`config.mk`:
```
export PLATFORM = sky130hd
export DESIGN_NAME = line_buffer
export DESIGN_NICKNAME = d
export VERILOG_FILES = /design/src/rtl/line_pkg.sv /design/src/rtl/line_mem.sv /design/src/rtl/line_buffer.sv
export SDC_FILE = /design/constraint.sdc
export NUM_CORES = 1
export LEC_CHECK = 0
export CORE_ASPECT_RATIO = 1.75
export CORE_MARGIN = 4
export CORE_UTILIZATION = 50
export CTS_CLUSTER_SIZE = 16
export DETAILED_ROUTE_END_ITERATION = 6
export HOLD_SLACK_MARGIN = 0.03
export PLACE_DENSITY = 0.67
export SLEW_MARGIN = 20
export SYNTH_ARGS = -nofsm -noshare
export SYNTH_HDL_FRONTEND = slang
export SYNTH_SLANG_ARGS = --single-unit
```
`constraint.sdc`:
```
create_clock -name clk -period 2.8 [get_ports clk]
set_input_delay 0.28 -clock clk [delete_from_list [all_inputs] [get_ports clk]]
set_output_delay 0.28 -clock clk [all_outputs]
set_load 0.02 [all_outputs]
```
`src/rtl/line_pkg.sv`:
```
// Shared types and character constants for the line-oriented keyboard input path.
package line_pkg;

  typedef enum logic [1:0] {
    EDIT     = 2'd0,
    TAB_FILL = 2'd1,
    DRAIN    = 2'd2
  } line_state_t;

  localparam logic [7:0] ASCII_SPACE = 8'h20;
  localparam logic [7:0] ASCII_CR    = 8'h0D;
  localparam logic [7:0] ASCII_TAB   = 8'h09;
  localparam logic [7:0] ASCII_BS    = 8'h08;

endpackage

```
`src/rtl/line_mem.sv`:
```
// DEPTH x 8 line storage: one synchronous write port, one combinational read port,
// shaped so synthesis can map it onto distributed RAM.
module line_mem #(
  parameter int DEPTH = 32,
  parameter int AW    = (DEPTH > 1) ? $clog2(DEPTH) : 1
) (
  input  logic          clk,
  input  logic          we,
  input  logic [AW-1:0] waddr,
  input  logic [7:0]    wdata,
  input  logic [AW-1:0] raddr,
  output logic [7:0]    rdata
);

  logic [7:0] mem [DEPTH];

  always_ff @(posedge clk) begin
    if (we) mem[waddr] <= wdata;
  end

  assign rdata = mem[raddr];

endmodule

```
`src/rtl/line_buffer.sv`:
```
// One-line edit buffer with backspace/tab editing; on enter the committed line is
// streamed out over a valid/ready handshake.
module line_buffer
  import line_pkg::*;
#(
  parameter int DEPTH     = 32,
  parameter int TAB_WIDTH = 4,
  localparam int LW       = $clog2(DEPTH + 1)
) (
  input  logic          clk,
  input  logic          rst_n,
  input  logic [7:0]    char_in,
  input  logic          enter,
  input  logic          tab,
  input  logic          backspace,
  input  logic          rd_ready,
  output logic          rd_valid,
  output logic [7:0]    rd_data,
  output logic          rd_last,
  output logic [LW-1:0] len,
  output logic          busy,
  output logic          overflow
);

  localparam int AW = (DEPTH > 1) ? $clog2(DEPTH) : 1;
  localparam logic [LW-1:0] ONE_L   = LW'(1);
  localparam logic [LW-1:0] DEPTH_L = LW'(DEPTH);
  localparam logic [LW:0]   DEPTH_X = (LW + 1)'(DEPTH);
  localparam logic [LW:0]   TW_X    = (LW + 1)'(TAB_WIDTH);
  localparam logic [LW:0]   TW_MASK = ~((LW + 1)'(TAB_WIDTH - 1));

  line_state_t   state_reg;
  logic [LW-1:0] len_reg;
  logic [LW-1:0] ptr_reg;
  logic [LW-1:0] target_reg;
  logic          rd_valid_reg;
  logic [7:0]    rd_data_reg;
  logic          rd_last_reg;
  logic          busy_reg;
  logic          ovf_reg;

  logic          mem_we;
  logic [7:0]    mem_wdata;
  logic [AW-1:0] mem_raddr;
  logic [7:0]    mem_rdata;
  logic [LW-1:0] ptr_inc;
  logic [LW:0]   tab_up;
  logic          key_any;
  logic          xfer;

  assign key_any = (char_in != 8'h00) | enter | tab | backspace;
  assign xfer    = rd_valid_reg & rd_ready;
  assign ptr_inc = ptr_reg + ONE_L;
  // Next tab stop strictly above len; TAB_WIDTH is a power of two so masking rounds down.
  assign tab_up  = ({1'b0, len_reg} & TW_MASK) + TW_X;

  // The read port pre-fetches the byte that will be presented after the current edge.
  assign mem_raddr = (state_reg == DRAIN) ? ptr_inc[AW-1:0] : '0;

  always_comb begin
    mem_we    = 1'b0;
    mem_wdata = char_in;
    if (state_reg == EDIT && !enter && !backspace && !tab &&
        char_in != 8'h00 && len_reg < DEPTH_L) begin
      mem_we = 1'b1;
    end
    if (state_reg == TAB_FILL) begin
      mem_we    = 1'b1;
      mem_wdata = ASCII_SPACE;
    end
  end

  line_mem #(.DEPTH(DEPTH), .AW(AW)) u_mem (
    .clk   (clk),
    .we    (mem_we),
    .waddr (len_reg[AW-1:0]),
    .wdata (mem_wdata),
    .raddr (mem_raddr),
    .rdata (mem_rdata)
  );

  always_ff @(posedge clk or negedge rst_n) begin
    if (!rst_n) begin
      state_reg    <= EDIT;
      len_reg      <= '0;
      ptr_reg      <= '0;
      target_reg   <= '0;
      rd_valid_reg <= 1'b0;
      rd_data_reg  <= 8'h00;
      rd_last_reg  <= 1'b0;
      busy_reg     <= 1'b0;
      ovf_reg      <= 1'b0;
    end else begin
      case (state_reg)
        EDIT: begin
          if (enter) begin
            if (len_reg != '0) begin
              state_reg    <= DRAIN;
              ptr_reg      <= '0;
              rd_valid_reg <= 1'b1;
              rd_data_reg  <= mem_rdata;
              rd_last_reg  <= (len_reg == ONE_L);
              busy_reg     <= 1'b1;
            end
          end else if (backspace) begin
            if (len_reg != '0) len_reg <= len_reg - ONE_L;
          end else if (tab) begin
            if (len_reg == DEPTH_L) begin
              ovf_reg <= 1'b1;
            end else begin
              state_reg <= TAB_FILL;
              busy_reg  <= 1'b1;
              if (tab_up > DEPTH_X) begin
                ovf_reg    <= 1'b1;
                target_reg <= DEPTH_L;
              end else begin
                target_reg <= tab_up[LW-1:0];
              end
            end
          end else if (char_in != 8'h00) begin
            if (len_reg < DEPTH_L) len_reg <= len_reg + ONE_L;
            else                   ovf_reg <= 1'b1;
          end
        end

        TAB_FILL: begin
          len_reg <= len_reg + ONE_L;
          if (len_reg + ONE_L == target_reg) begin
            state_reg <= EDIT;
            busy_reg  <= 1'b0;
          end
          if (key_any) ovf_reg <= 1'b1;
        end

        DRAIN: begin
          if (key_any) ovf_reg <= 1'b1;
          if (xfer) begin
            if (rd_last_reg) begin
              // Final byte: the line is done, and the clear wins over a same-cycle drop.
              state_reg    <= EDIT;
              rd_valid_reg <= 1'b0;
              rd_last_reg  <= 1'b0;
              len_reg      <= '0;
              ovf_reg      <= 1'b0;
              busy_reg     <= 1'b0;
            end else begin
              ptr_reg     <= ptr_inc;
              rd_data_reg <= mem_rdata;
              rd_last_reg <= (ptr_inc == len_reg - ONE_L);
            end
          end
        end

        default: state_reg <= EDIT;
      endcase
    end
  end

  assign rd_valid = rd_valid_reg;
  assign rd_data  = rd_data_reg;
  assign rd_last  = rd_last_reg;
  assign len      = len_reg;
  assign busy     = busy_reg;
  assign overflow = ovf_reg;

endmodule

```
Yosys cells after proc, flatten, opt, wreduce, memory -nomap -nowiden
Memories as Yosys holds them, arrays and structs flattened.
Index checks and enable logic that the tools add are counted.
{"block": "classes", "bitwise": 7, "n_reduce_logical": 21, "muxes": 62, "addsub": 4, "n_eq_ne": 25, "magnitude_cmp": 2}
{"operator": "$mux W6", "n": 13}
{"operator": "$mux W8", "n": 5}
{"operator": "$mux W1", "n": 27}
{"operator": "$ne A3 B3 Y1 const B", "n": 7}
{"operator": "$pmux W6 S3", "n": 1}
{"operator": "$mux W2", "n": 8}
{"operator": "$pmux W8 S2", "n": 1}
{"operator": "$reduce_and A8 Y1", "n": 2}
{"operator": "$reduce_and A5 Y1", "n": 3}
{"operator": "$add A6 B1 Y6 const B", "n": 2}
{"operator": "$eq A6 B6 Y1", "n": 2}
{"operator": "$ne A2 B2 Y1 const B", "n": 6}
{"operator": "$pmux W6 S2", "n": 1}
{"operator": "$ne A3 B2 Y1 const B", "n": 3}
{"operator": "$reduce_bool A8 Y1", "n": 1}
{"operator": "$add A6 B3 Y7 const B", "n": 1}
{"operator": "$gt A7 B6 Y1 const B", "n": 1}
{"operator": "$reduce_and A7 Y1", "n": 1}
{"operator": "$eq A6 B1 Y1 const B", "n": 1}
{"operator": "$eq A6 B6 Y1 const B", "n": 1}
{"operator": "$lt A6 B6 Y1 const B", "n": 1}
{"operator": "$pmux W1 S3", "n": 2}
{"operator": "$pmux W2 S3", "n": 1}
{"operator": "$reduce_and A6 Y1", "n": 1}
{"operator": "17 further kinds", "n": 29}
{"block": "totals", "input_bits": 14, "ramBits": 256, "mem_count": 1, "out_inout_bits": 18, "wordCells": 131, "register_bits": 32}
{"memory": "u_mem.mem", "words": 32, "width": 8, "rd": 1, "rd_ports_with_merged_regs": 0, "write_ports": 1, "line": "line_mem.sv:15", "text": "logic [7:0] mem [DEPTH];"}

Longest topological paths before layout
Gate-level depths: netlist of run 1.
{"block": "depth", "depth_word": 10, "ltp_mapped": 10, "mapped_depth_nobuf": 7}

Modules after synthesis
A second synthesis of run 1 with hierarchy kept.
{"block": "hier_totals", "cells_unflattened": 671, "hier_area_um2": 12185.4}
{"mod": "line_mem", "instances": 1, "seq_area_each_um2": 7687.4, "cells_per_inst": 409, "area_each_um2": 9893.2}
{"mod": "line_buffer", "instances": 1, "seq_area_each_um2": 750.7, "cells_per_inst": 262, "area_each_um2": 2292.2}

Worst setup path after synthesis of run 1
Ideal clock, no wire load.
{"block": "synth_timing", "kind": "register -> register", "start": "register len_reg[0] (netlist: len[0])", "end": "register rd_data_reg[0] (netlist: rd_data[0])", "path_buffers": 2, "synth_period_minus_slack_ns": 2.413, "setup_ns": 0.135, "setup_slack_ns": 0.387, "required_time_ns": 2.665, "stages_incl_launch_ff": 10, "arrival_time_ns": 2.279, "cell_sequence": "dfrtp_1 clkbuf_1 inv_1 ha_1 and4bb_2 o22ai_1 o21ai_0 buf_2 a22oi_1 nand4_1"}
{"block": "synth_via", "elab_chain_len": 3}
{"item": "from (decl)", "line": "line_buffer.sv:33", "text": "logic [LW-1:0] len_reg;"}
{"item": "from (signal assigned)", "line": "line_buffer.sv:106", "text": "if (len_reg != '0) len_reg <= len_reg - ONE_L;"}
{"item": "from (signal assigned)", "line": "line_buffer.sv:121", "text": "if (len_reg < DEPTH_L) len_reg <= len_reg + ONE_L;"}
{"item": "from (signal assigned)", "line": "line_buffer.sv:127", "text": "len_reg <= len_reg + ONE_L;"}
{"item": "$reduce_bool A6 Y1", "line": "line_buffer.sv:97", "text": "if (len_reg != '0) begin"}
{"item": "$ne A2 B1 Y1 (no source line)"}
{"item": "$reduce_and A5 Y1 (no source line)"}
{"item": "to (signal assigned)", "line": "line_buffer.sv:101", "text": "rd_data_reg <= mem_rdata;"}
{"item": "to (signal assigned)", "line": "line_buffer.sv:148", "text": "rd_data_reg <= mem_rdata;"}
{"item": "to (decl)", "line": "line_buffer.sv:37", "text": "logic [7:0] rd_data_reg;"}
No other way between the ends.
A chain may end at the register's enable or synchronous reset.

Worst setup path in the final report of run 1
{"block": "layout_timing", "start": "register state_reg[0]", "end": "register rd_data_reg[3] (netlist: rd_data[3])"}
{"block": "layout_via", "elab_chain_len": 6, "elab_cells_between_ends": 15, "classes_between": "eq/ne: 5; mux: 6; reduce/logical: 3; memory: 1"}
{"item": "from (decl)", "line": "line_buffer.sv:32", "text": "line_state_t state_reg;"}
{"item": "from (signal assigned)", "line": "line_buffer.sv:84", "text": "state_reg <= EDIT;"}
{"item": "from (signal assigned)", "line": "line_buffer.sv:98", "text": "state_reg <= DRAIN;"}
{"item": "from (signal assigned)", "line": "line_buffer.sv:111", "text": "state_reg <= TAB_FILL;"}
{"item": "$eq A2 B2 Y1", "line": "line_buffer.sv:58, line_buffer.sv:94"}
{"item": "$mux W5", "line": "line_buffer.sv:58", "text": "assign mem_raddr = (state_reg == DRAIN) ? ptr_inc[AW-1:0] : '0;"}
{"item": "$mem_v2 Z32 W8"}
{"item": "$mux W8, on equally long branches", "line": "line_buffer.sv:138, line_buffer.sv:97"}
{"item": "$mux W8, on equally long branches", "line": "line_buffer.sv:137, line_buffer.sv:96"}
{"item": "$pmux W8 S2", "line": "line_buffer.sv:94", "text": "case (state_reg)"}
Several ways; a longest one is shown, not always the timed one. The select of a mux whose other input is x is not followed.

==> results of run 1 <==
[Yosys cell counts, types with 3 or more instances]
master,count
sky130_fd_sc_hd__nand3_1,10
sky130_fd_sc_hd__and2_1,5
sky130_fd_sc_hd__ha_1,13
sky130_fd_sc_hd__nor2b_1,51
sky130_fd_sc_hd__and3_1,4
sky130_fd_sc_hd__edfxtp_1,256
sky130_fd_sc_hd__nand2b_1,9
sky130_fd_sc_hd__o21ai_0,16
sky130_fd_sc_hd__buf_2,14
sky130_fd_sc_hd__nand2_1,85
sky130_fd_sc_hd__a21oi_1,10
sky130_fd_sc_hd__and3b_1,17
sky130_fd_sc_hd__mux2_2,9
sky130_fd_sc_hd__nor2_1,44
sky130_fd_sc_hd__a211oi_1,58
sky130_fd_sc_hd__o211ai_1,26
sky130_fd_sc_hd__nor3_1,5
sky130_fd_sc_hd__xor2_1,6
sky130_fd_sc_hd__a311oi_1,32
sky130_fd_sc_hd__dfrtp_1,30
sky130_fd_sc_hd__mux2i_1,3
sky130_fd_sc_hd__mux4_2,16
sky130_fd_sc_hd__clkbuf_1,31
sky130_fd_sc_hd__xnor2_1,11
sky130_fd_sc_hd__nand4_1,10
sky130_fd_sc_hd__a22oi_1,19
sky130_fd_sc_hd__o31ai_1,11
sky130_fd_sc_hd__o32ai_1,8
sky130_fd_sc_hd__inv_1,12
sky130_fd_sc_hd__buf_6,6
sky130_fd_sc_hd__or3_1,3
sky130_fd_sc_hd__o22ai_1,4
sky130_fd_sc_hd__or2_2,4
sky130_fd_sc_hd__nor4_4,3
[metal layers]
metal	global-route usage	routed length [um]	up-vias	share of wire
met5	0	0	-	0
met4	0.1108	1530	0	0.048
met3	0.01887	1653	71	0.051
met2	0.4288	17380	340	0.54
met1	0.2763	11640	3945	0.36
li1	-	-	3609	-
[worst max-delay path by stage]
| stage | start | to | cells past startpoint |
|---|---|---|---|
| 6_report | state_reg[0] | rd_data[3] | 8 |
| 4_1_cts | state_reg[0] | rd_data[3] | 8 |
| 3_5_place_dp | state_reg[0] | rd_data[3] | 8 |
| 5_1_grt | state_reg[0] | rd_data[5] | 8 |
| 2_1_floorplan | len[0] | rd_data[0] | 9 |
| 3_3_place_gp | state_reg[0] | rd_data[3] | 8 |
[worst register-to-register path, delay by kind of cell, from the launching register on]
family	cells	cell delay, ns
AND/OR/NAND/NOR	2	0.73
buffers and inverters	3	0.46
flip-flops	1	0.40
adder cells (fa/ha/maj)	1	0.42
AO/OA/AOI/OAI	2	0.59
[stage by stage]
| stage | hold WS, ns | worst slack [ns] |
|---|---|---|
| 2_1_floorplan | -0.01559 | 0.3868 |
| 3_3_place_gp | 0.4842 | 0.2361 |
| 3_5_place_dp | 0.4931 | 0.1841 |
| 4_1_cts | 0.2583 | 0.1748 |
| 5_1_grt | 0.2758 | 0.001361 |
| 6_report | 0.2543 | 0.1466 |
[where the power goes]
group	total, uW	switching, uW	internal, uW
clock	3440	1500	1950
combinational	4160	2650	1510
sequential	5380	197	5180
[cells by family after synthesis]
kind of cell               after synthesis
muxes                                   30
AOI/OAI and AO/OA                      203
buffers and inverters                   67
DFF                                    286
adders and majority gates               13
and+or+nand+nor                        263
xor gates and xnor gates                19
[area by class of cell]
| class | instances | area [um2] | area share |
|---|---|---|---|
| clock buffers | 36 | 666.9 | 0.04598 |
| well taps | 312 | 390.4 | 0.02691 |
| flip-flops and latches | 286 | 8442 | 0.5820 |
| clock inverters | 9 | 132.6 | 0.009143 |
| multi-input cells | 528 | 3861 | 0.2662 |
| inverters | 13 | 48.80 | 0.003364 |
| repair buffers | 108 | 963.4 | 0.06642 |
==> impl_metrics.xml, run 1 <==
<?xml version="1.0" encoding="UTF-8"?>
<metrics>
  <group name="run_status">
    <metric name="run_status" unit="">finished clean</metric>
  </group>
  <group name="finish">
    <metric name="postLayoutCoreUtil" unit="">0.5867</metric>
    <metric name="postLayoutCellArea" unit="um2">14510</metric>
    <metric name="mostFrequentLayoutCell" unit="">sky130_fd_sc_hd__edfxtp_1</metric>
    <metric name="finish.net_count" unit="">989</metric>
    <metric name="largest_register_ff_count" unit="">256</metric>
    <metric name="layout_common_cells" unit="">sky130_fd_sc_hd__edfxtp_1 (256), sky130_fd_sc_hd__nand2_1 (84), sky130_fd_sc_hd__buf_4 (71), sky130_fd_sc_hd__a211oi_1 (58), sky130_fd_sc_hd__nor2_1 (44)</metric>
    <metric name="post_route_cells_drive_above_1_share" unit="">0.1684</metric>
    <metric name="insertedDiodeCount" unit="">0</metric>
    <metric name="stdcell_count" unit="">1292</metric>
    <metric name="fill_cells" unit="">1953</metric>
    <metric name="flow.area_growth_from_synthesis" unit="%">15.18</metric>
  </group>
  <group name="worst_setup_path">
    <metric name="regToRegStartpoint" unit="">state_reg[0]</metric>
    <metric name="rr_worst_depth" unit="">8</metric>
    <metric name="worstPathBufferInverterCount" unit="">3</metric>
    <metric name="r2r-end" unit="">rd_data[3]</metric>
    <metric name="worstPathRequired" unit="ns">3.27</metric>
    <metric name="reg2reg_slack" unit="ns">0.15</metric>
    <metric name="cpPeakStageDelay" unit="ns">0.59</metric>
    <metric name="endpoint_kind" unit="">flip-flop</metric>
    <metric name="start_kind" unit="">flip-flop</metric>
    <metric name="critPathTopFamily" unit="">simple AND/OR/NAND/NOR gates</metric>
    <metric name="cp_dominant_cell_by_count" unit="">sky130_fd_sc_hd__inv_1</metric>
    <metric name="path_cells" unit="">inv_1 -&gt; ha_1 -&gt; buf_12 -&gt; inv_1 -&gt; o22a_1 -&gt; nor2_1 -&gt; o211ai_1 -&gt; nand4_1</metric>
    <metric name="peak_fanout_along_the_critical_path" unit="">30</metric>
    <metric name="timing.critical_path.arrival" unit="ns">3.12</metric>
    <metric name="critical_path.slowest_cell" unit="">sky130_fd_sc_hd__nor2_1</metric>
    <metric name="worstSetupPathType" unit="">reg -&gt; reg</metric>
  </group>
  <group name="floorplanning">
    <metric name="initial_standard_cell_utilization_of_the_core" unit="">0.5094</metric>
    <metric name="floorplan.die_area" unit="um2">27890</metric>
    <metric name="core_area" unit="um2">24720</metric>
    <metric name="die_height" unit="um">217.9</metric>
    <metric name="io_pins" unit="">32</metric>
    <metric name="rows" unit="">76</metric>
    <metric name="floorplan.die.width" unit="um">128.0</metric>
  </group>
  <group name="routing">
    <metric name="post_drt_wl_per_cell" unit="um">24.93</metric>
    <metric name="wl" unit="um">32210</metric>
    <metric name="via_count" unit="">7965</metric>
    <metric name="first_pass_iters" unit="">5</metric>
    <metric name="detail_route.vias_per_cell" unit="">6.165</metric>
    <metric name="drt_iter0_drc" unit="">824</metric>
    <metric name="antenna_left" unit="">0</metric>
    <metric name="drcViolationCount" unit="">0</metric>
  </group>
  <group name="power">
    <metric name="leakage" unit="uW">0.004809</metric>
    <metric name="design_power_total" unit="uW">12990</metric>
    <metric name="vdd_drop_max" unit="mV">0.5934</metric>
    <metric name="power_per_cell_area" unit="nW/um2">895.3</metric>
  </group>
  <group name="synth">
    <metric name="largest_family_of_logic_cells_by_synthesized_area" unit="">compound AO/OA/AOI/OAI gates</metric>
    <metric name="synth-edff-count" unit="">256</metric>
    <metric name="post_synth.cell_area_avg" unit="um2">14.29</metric>
    <metric name="post_synth_instance_area" unit="um2">12590</metric>
    <metric name="simple_gate_portion_of_the_synthesized_area" unit="">0.1132</metric>
    <metric name="yosys.area.top_type_share" unit="">0.6104</metric>
    <metric name="synth_area_leaders" unit="">sky130_fd_sc_hd__edfxtp_1 (61%), sky130_fd_sc_hd__dfrtp_1 (6.0%), sky130_fd_sc_hd__a211oi_1 (3.5%)</metric>
    <metric name="postSynth.asyncResetShare" unit="">0.1049</metric>
    <metric name="ys_seq_area_frac" unit="">0.6700</metric>
    <metric name="synth_compound_gate_area_share" unit="">0.1219</metric>
    <metric name="synth-seq-cells" unit="">286</metric>
    <metric name="synth_cell_type_count" unit="">67</metric>
    <metric name="synthFlopType" unit="">sky130_fd_sc_hd__edfxtp_1</metric>
    <metric name="synth_largest_area_cell" unit="">sky130_fd_sc_hd__edfxtp_1</metric>
    <metric name="synth_warnings" unit="">0</metric>
    <metric name="synthCells" unit="">881</metric>
    <metric name="synth-xor-area-share" unit="">0.01441</metric>
    <metric name="synth.net_count" unit="">908</metric>
    <metric name="post_synthesis_share_of_cell_area_spent_on_full_adders_half_adders_and_majority_gates" unit="">0.01292</metric>
    <metric name="synth.area.mux_share" unit="">0.04203</metric>
  </group>
  <group name="cts">
    <metric name="cts.htree.levels" unit="">1</metric>
    <metric name="cts_root_buffer" unit="">sky130_fd_sc_hd__clkbuf_16</metric>
    <metric name="cts_inserted_buffers" unit="">25</metric>
    <metric name="cts.path.max_buffers" unit="">3</metric>
    <metric name="hold_buf_cts" unit="">0</metric>
    <metric name="post_cts_resized" unit="">0</metric>
    <metric name="tritoncts_sinks" unit="">286</metric>
    <metric name="clkSlewWorstSetupHoldPaths" unit="ns">0.07</metric>
    <metric name="cts_tree" unit="">done</metric>
    <metric name="clkLatencyLatePin" unit="ns">0.54</metric>
    <metric name="post-cts-setup-buffer-count" unit="">0</metric>
  </group>
  <group name="grt">
    <metric name="groute.usage.overall" unit="">0.2347</metric>
    <metric name="first_global_vias" unit="">8166</metric>
    <metric name="global_route.overflow_total" unit="">0</metric>
    <metric name="wire_length_of_the_first_global_routing_pass" unit="um">49020</metric>
    <metric name="number_of_antenna_violations_at_the_first_check_in_global_routing" unit="">0</metric>
    <metric name="grt_start_max_net_pins" unit="">118</metric>
  </group>
  <group name="sta">
    <metric name="max_transition_viols_final" unit="">0</metric>
    <metric name="final_worst_path_cycle_share" unit="">0.9476</metric>
    <metric name="timing_hold_violations_final" unit="">0</metric>
    <metric name="finalClockSkew" unit="ns">0.02257</metric>
    <metric name="unrepaired_setup_endpoints_after_global_routing" unit="">no</metric>
    <metric name="post-route-min-period" unit="ns">2.653</metric>
    <metric name="worstMarginPinSlew" unit="ns">0.9097</metric>
    <metric name="fmax" unit="GHz">0.3769</metric>
    <metric name="final.setup.tns" unit="ns">0</metric>
    <metric name="max-slew-margin-rel" unit="">0.3916</metric>
    <metric name="setup_viol" unit="">0</metric>
  </group>
  <group name="run">
    <metric name="cap_violations" unit="">0</metric>
  </group>
  <group name="place">
    <metric name="place_hpwl" unit="um">21470</metric>
    <metric name="placed_area" unit="um2">13710</metric>
    <metric name="place.detailed.instances" unit="">1247</metric>
    <metric name="routabilityCongestion" unit="">0.8719</metric>
    <metric name="buffer_ports.inserted" unit="">31</metric>
  </group>
  <group name="min_path">
    <metric name="worst_hold_path_type" unit="">in -&gt; async</metric>
  </group>
</metrics>
Note: power is estimated with default switching activity, not from simulation.
==> run 2: changes to the inputs <==
CORE_MARGIN = unset   (was 4)
PLACE_DENSITY = unset   (was 0.67)
PLACE_DENSITY_LB_ADDON = 0.08   (was unset)
==> impl_metrics.xml, run 2 (synthesis gave the netlist of run 1 again) <==
<?xml version="1.0" encoding="UTF-8"?>
<metrics>
  <group name="run_status">
    <metric name="run_status" unit="">finished clean</metric>
  </group>
  <group name="sta">
    <metric name="post-route-min-period" unit="ns">2.593</metric>
    <metric name="max_transition_viols_final" unit="">0</metric>
    <metric name="setup_viol" unit="">0</metric>
    <metric name="final_worst_path_cycle_share" unit="">0.9262</metric>
    <metric name="worstMarginPinSlew" unit="ns">0.7441</metric>
    <metric name="final.setup.tns" unit="ns">0</metric>
    <metric name="finalClockSkew" unit="ns">0.02153</metric>
    <metric name="timing_hold_violations_final" unit="">0</metric>
    <metric name="fmax" unit="GHz">0.3856</metric>
    <metric name="unrepaired_setup_endpoints_after_global_routing" unit="">no</metric>
    <metric name="max-slew-margin-rel" unit="">0.5010</metric>
  </group>
  <group name="routing">
    <metric name="via_count" unit="">8226</metric>
    <metric name="first_pass_iters" unit="">7</metric>
    <metric name="antenna_left" unit="">0</metric>
    <metric name="wl" unit="um">34520</metric>
    <metric name="post_drt_wl_per_cell" unit="um">26.68</metric>
    <metric name="drt_iter0_drc" unit="">1014</metric>
    <metric name="detail_route.vias_per_cell" unit="">6.357</metric>
    <metric name="drcViolationCount" unit="">0</metric>
  </group>
  <group name="worst_setup_path">
    <metric name="peak_fanout_along_the_critical_path" unit="">58</metric>
    <metric name="worstSetupPathType" unit="">reg -&gt; reg</metric>
    <metric name="critPathTopFamily" unit="">compound AO/OA/AOI/OAI gates</metric>
    <metric name="worstPathBufferInverterCount" unit="">3</metric>
    <metric name="path_cells" unit="">inv_1 -&gt; ha_1 -&gt; buf_4 -&gt; nand2_2 -&gt; buf_12 -&gt; a211oi_1 -&gt; o32ai_1 -&gt; a22oi_1 -&gt; nand4_1</metric>
    <metric name="r2r-end" unit="">rd_data[3]</metric>
    <metric name="cpPeakStageDelay" unit="ns">0.67</metric>
    <metric name="setup.worst_path.start" unit="">state_reg[0]</metric>
    <metric name="worstPathRequired" unit="ns">3.22</metric>
    <metric name="rr_worst_depth" unit="">9</metric>
    <metric name="start_kind" unit="">flip-flop</metric>
    <metric name="path_depth" unit="">9</metric>
    <metric name="timing.critical_path.arrival" unit="ns">3.01</metric>
    <metric name="critical_path.slowest_cell" unit="">sky130_fd_sc_hd__a211oi_1</metric>
    <metric name="reg2reg_slack" unit="ns">0.21</metric>
    <metric name="regToRegStartpoint" unit="">state_reg[0]</metric>
    <metric name="endpoint_kind" unit="">flip-flop</metric>
    <metric name="cp-endpoint" unit="">rd_data[3]</metric>
  </group>
  <group name="floorplanning">
    <metric name="floorplan.die_area" unit="um2">25850</metric>
    <metric name="core_area" unit="um2">24630</metric>
    <metric name="floorplan.die.width" unit="um">122.0</metric>
    <metric name="initial_standard_cell_utilization_of_the_core" unit="">0.5113</metric>
    <metric name="rows" unit="">76</metric>
    <metric name="die_height" unit="um">211.9</metric>
    <metric name="io_pins" unit="">32</metric>
  </group>
  <group name="cts">
    <metric name="cts_tree" unit="">done</metric>
    <metric name="cts_root_buffer" unit="">sky130_fd_sc_hd__clkbuf_16</metric>
    <metric name="clkSlewWorstSetupHoldPaths" unit="ns">0.07</metric>
    <metric name="hold_buf_cts" unit="">0</metric>
    <metric name="cts.htree.levels" unit="">1</metric>
    <metric name="post_cts_resized" unit="">0</metric>
    <metric name="post-cts-setup-buffer-count" unit="">0</metric>
    <metric name="tritoncts_sinks" unit="">286</metric>
    <metric name="cts_inserted_buffers" unit="">26</metric>
    <metric name="cts.path.max_buffers" unit="">3</metric>
    <metric name="clkLatencyLatePin" unit="ns">0.55</metric>
  </group>
  <group name="finish">
    <metric name="flow.area_growth_from_synthesis" unit="%">15.08</metric>
    <metric name="mostFrequentLayoutCell" unit="">sky130_fd_sc_hd__edfxtp_1</metric>
    <metric name="insertedDiodeCount" unit="">0</metric>
    <metric name="stdcell_count" unit="">1294</metric>
    <metric name="layout_common_cells" unit="">sky130_fd_sc_hd__edfxtp_1 (256), sky130_fd_sc_hd__nand2_1 (84), sky130_fd_sc_hd__buf_4 (75), sky130_fd_sc_hd__a211oi_1 (58), sky130_fd_sc_hd__nor2_1 (44)</metric>
    <metric name="postLayoutCoreUtil" unit="">0.5884</metric>
    <metric name="fill_cells" unit="">1897</metric>
    <metric name="post_route_cells_drive_above_1_share" unit="">0.1731</metric>
    <metric name="finish.net_count" unit="">991</metric>
    <metric name="largest_register_ff_count" unit="">256</metric>
  </group>
  <group name="place">
    <metric name="place_hpwl" unit="um">23210</metric>
    <metric name="buffer_ports.inserted" unit="">31</metric>
    <metric name="place.detailed.instances" unit="">1248</metric>
    <metric name="routabilityCongestion" unit="">1.010</metric>
  </group>
  <group name="grt">
    <metric name="grt_start_max_net_pins" unit="">59</metric>
    <metric name="groute.usage.overall" unit="">0.2789</metric>
    <metric name="first_global_vias" unit="">8373</metric>
    <metric name="wire_length_of_the_first_global_routing_pass" unit="um">51890</metric>
    <metric name="global_route.overflow_total" unit="">0</metric>
    <metric name="number_of_antenna_violations_at_the_first_check_in_global_routing" unit="">0</metric>
  </group>
  <group name="run">
    <metric name="cap_violations" unit="">0</metric>
  </group>
  <group name="power">
    <metric name="leakage" unit="uW">0.004814</metric>
    <metric name="design_power_total" unit="uW">12990</metric>
    <metric name="vdd_drop_max" unit="mV">0.5324</metric>
    <metric name="power_per_cell_area" unit="nW/um2">896.1</metric>
  </group>
  <group name="min_path">
    <metric name="worst_hold_path_type" unit="">in -&gt; async</metric>
  </group>
</metrics>
-- run 2: changes by cell type in the layout (fill, tap and decap cells not counted), sizes merged --
cell      before  now
clkinv         3    9
clkinvlp       2    3
clkbuf        36   33
bufinv         3    1
inv           14   13
buf           77   78
-- run 2: layer usage --
layer	track usage	up-vias	share of wire
met5	0	-	0
met4	0.1426	0	0.053
met3	0.04256	114	0.062
met2	0.4929	414	0.52
met1	0.3224	4084	0.36
li1	-	3614	-
-- run 2: how the worst min path moves through the flow --
stage,to,start
global placement,ptr_reg[5],ptr_reg[5]
global route,target_reg[4],rst_n
CTS,rd_data[7],rst_n
floorplan,busy,rst_n
finish,target_reg[4],rst_n
detailed placement,target_reg[2],target_reg[2]
-- run 2: metrics by stage --
stage	hold WS (ns)	setup WS [ns]	area [um2]
3_5_place_dp	0.4991	0.2607	13670
4_1_cts	0.1471	0.2419	14490
2_1_floorplan	-0.01559	0.3868	12590
5_1_grt	0.1858	0.03946	14490
3_3_place_gp	0.4833	0.2903	13670
6_report	0.1439	0.2067	14490
-- run 2: where the power goes --
group          switching, uW  internal [uW]
Clock                   1560           1910
Combinational           2660           1470
Sequential               204           5190
-- run 2: final cells by class --
class                      count  area (um2)  share of cell area
multi-input combinational    528        3856              0.2661
sequential                   286        8442              0.5825
timing repair buffer         109       933.4             0.06440
clock buffer                  33       718.2             0.04956
clock inverter                13       103.9            0.007166
inverter                      13       48.80            0.003367
tap                          312       390.4             0.02694
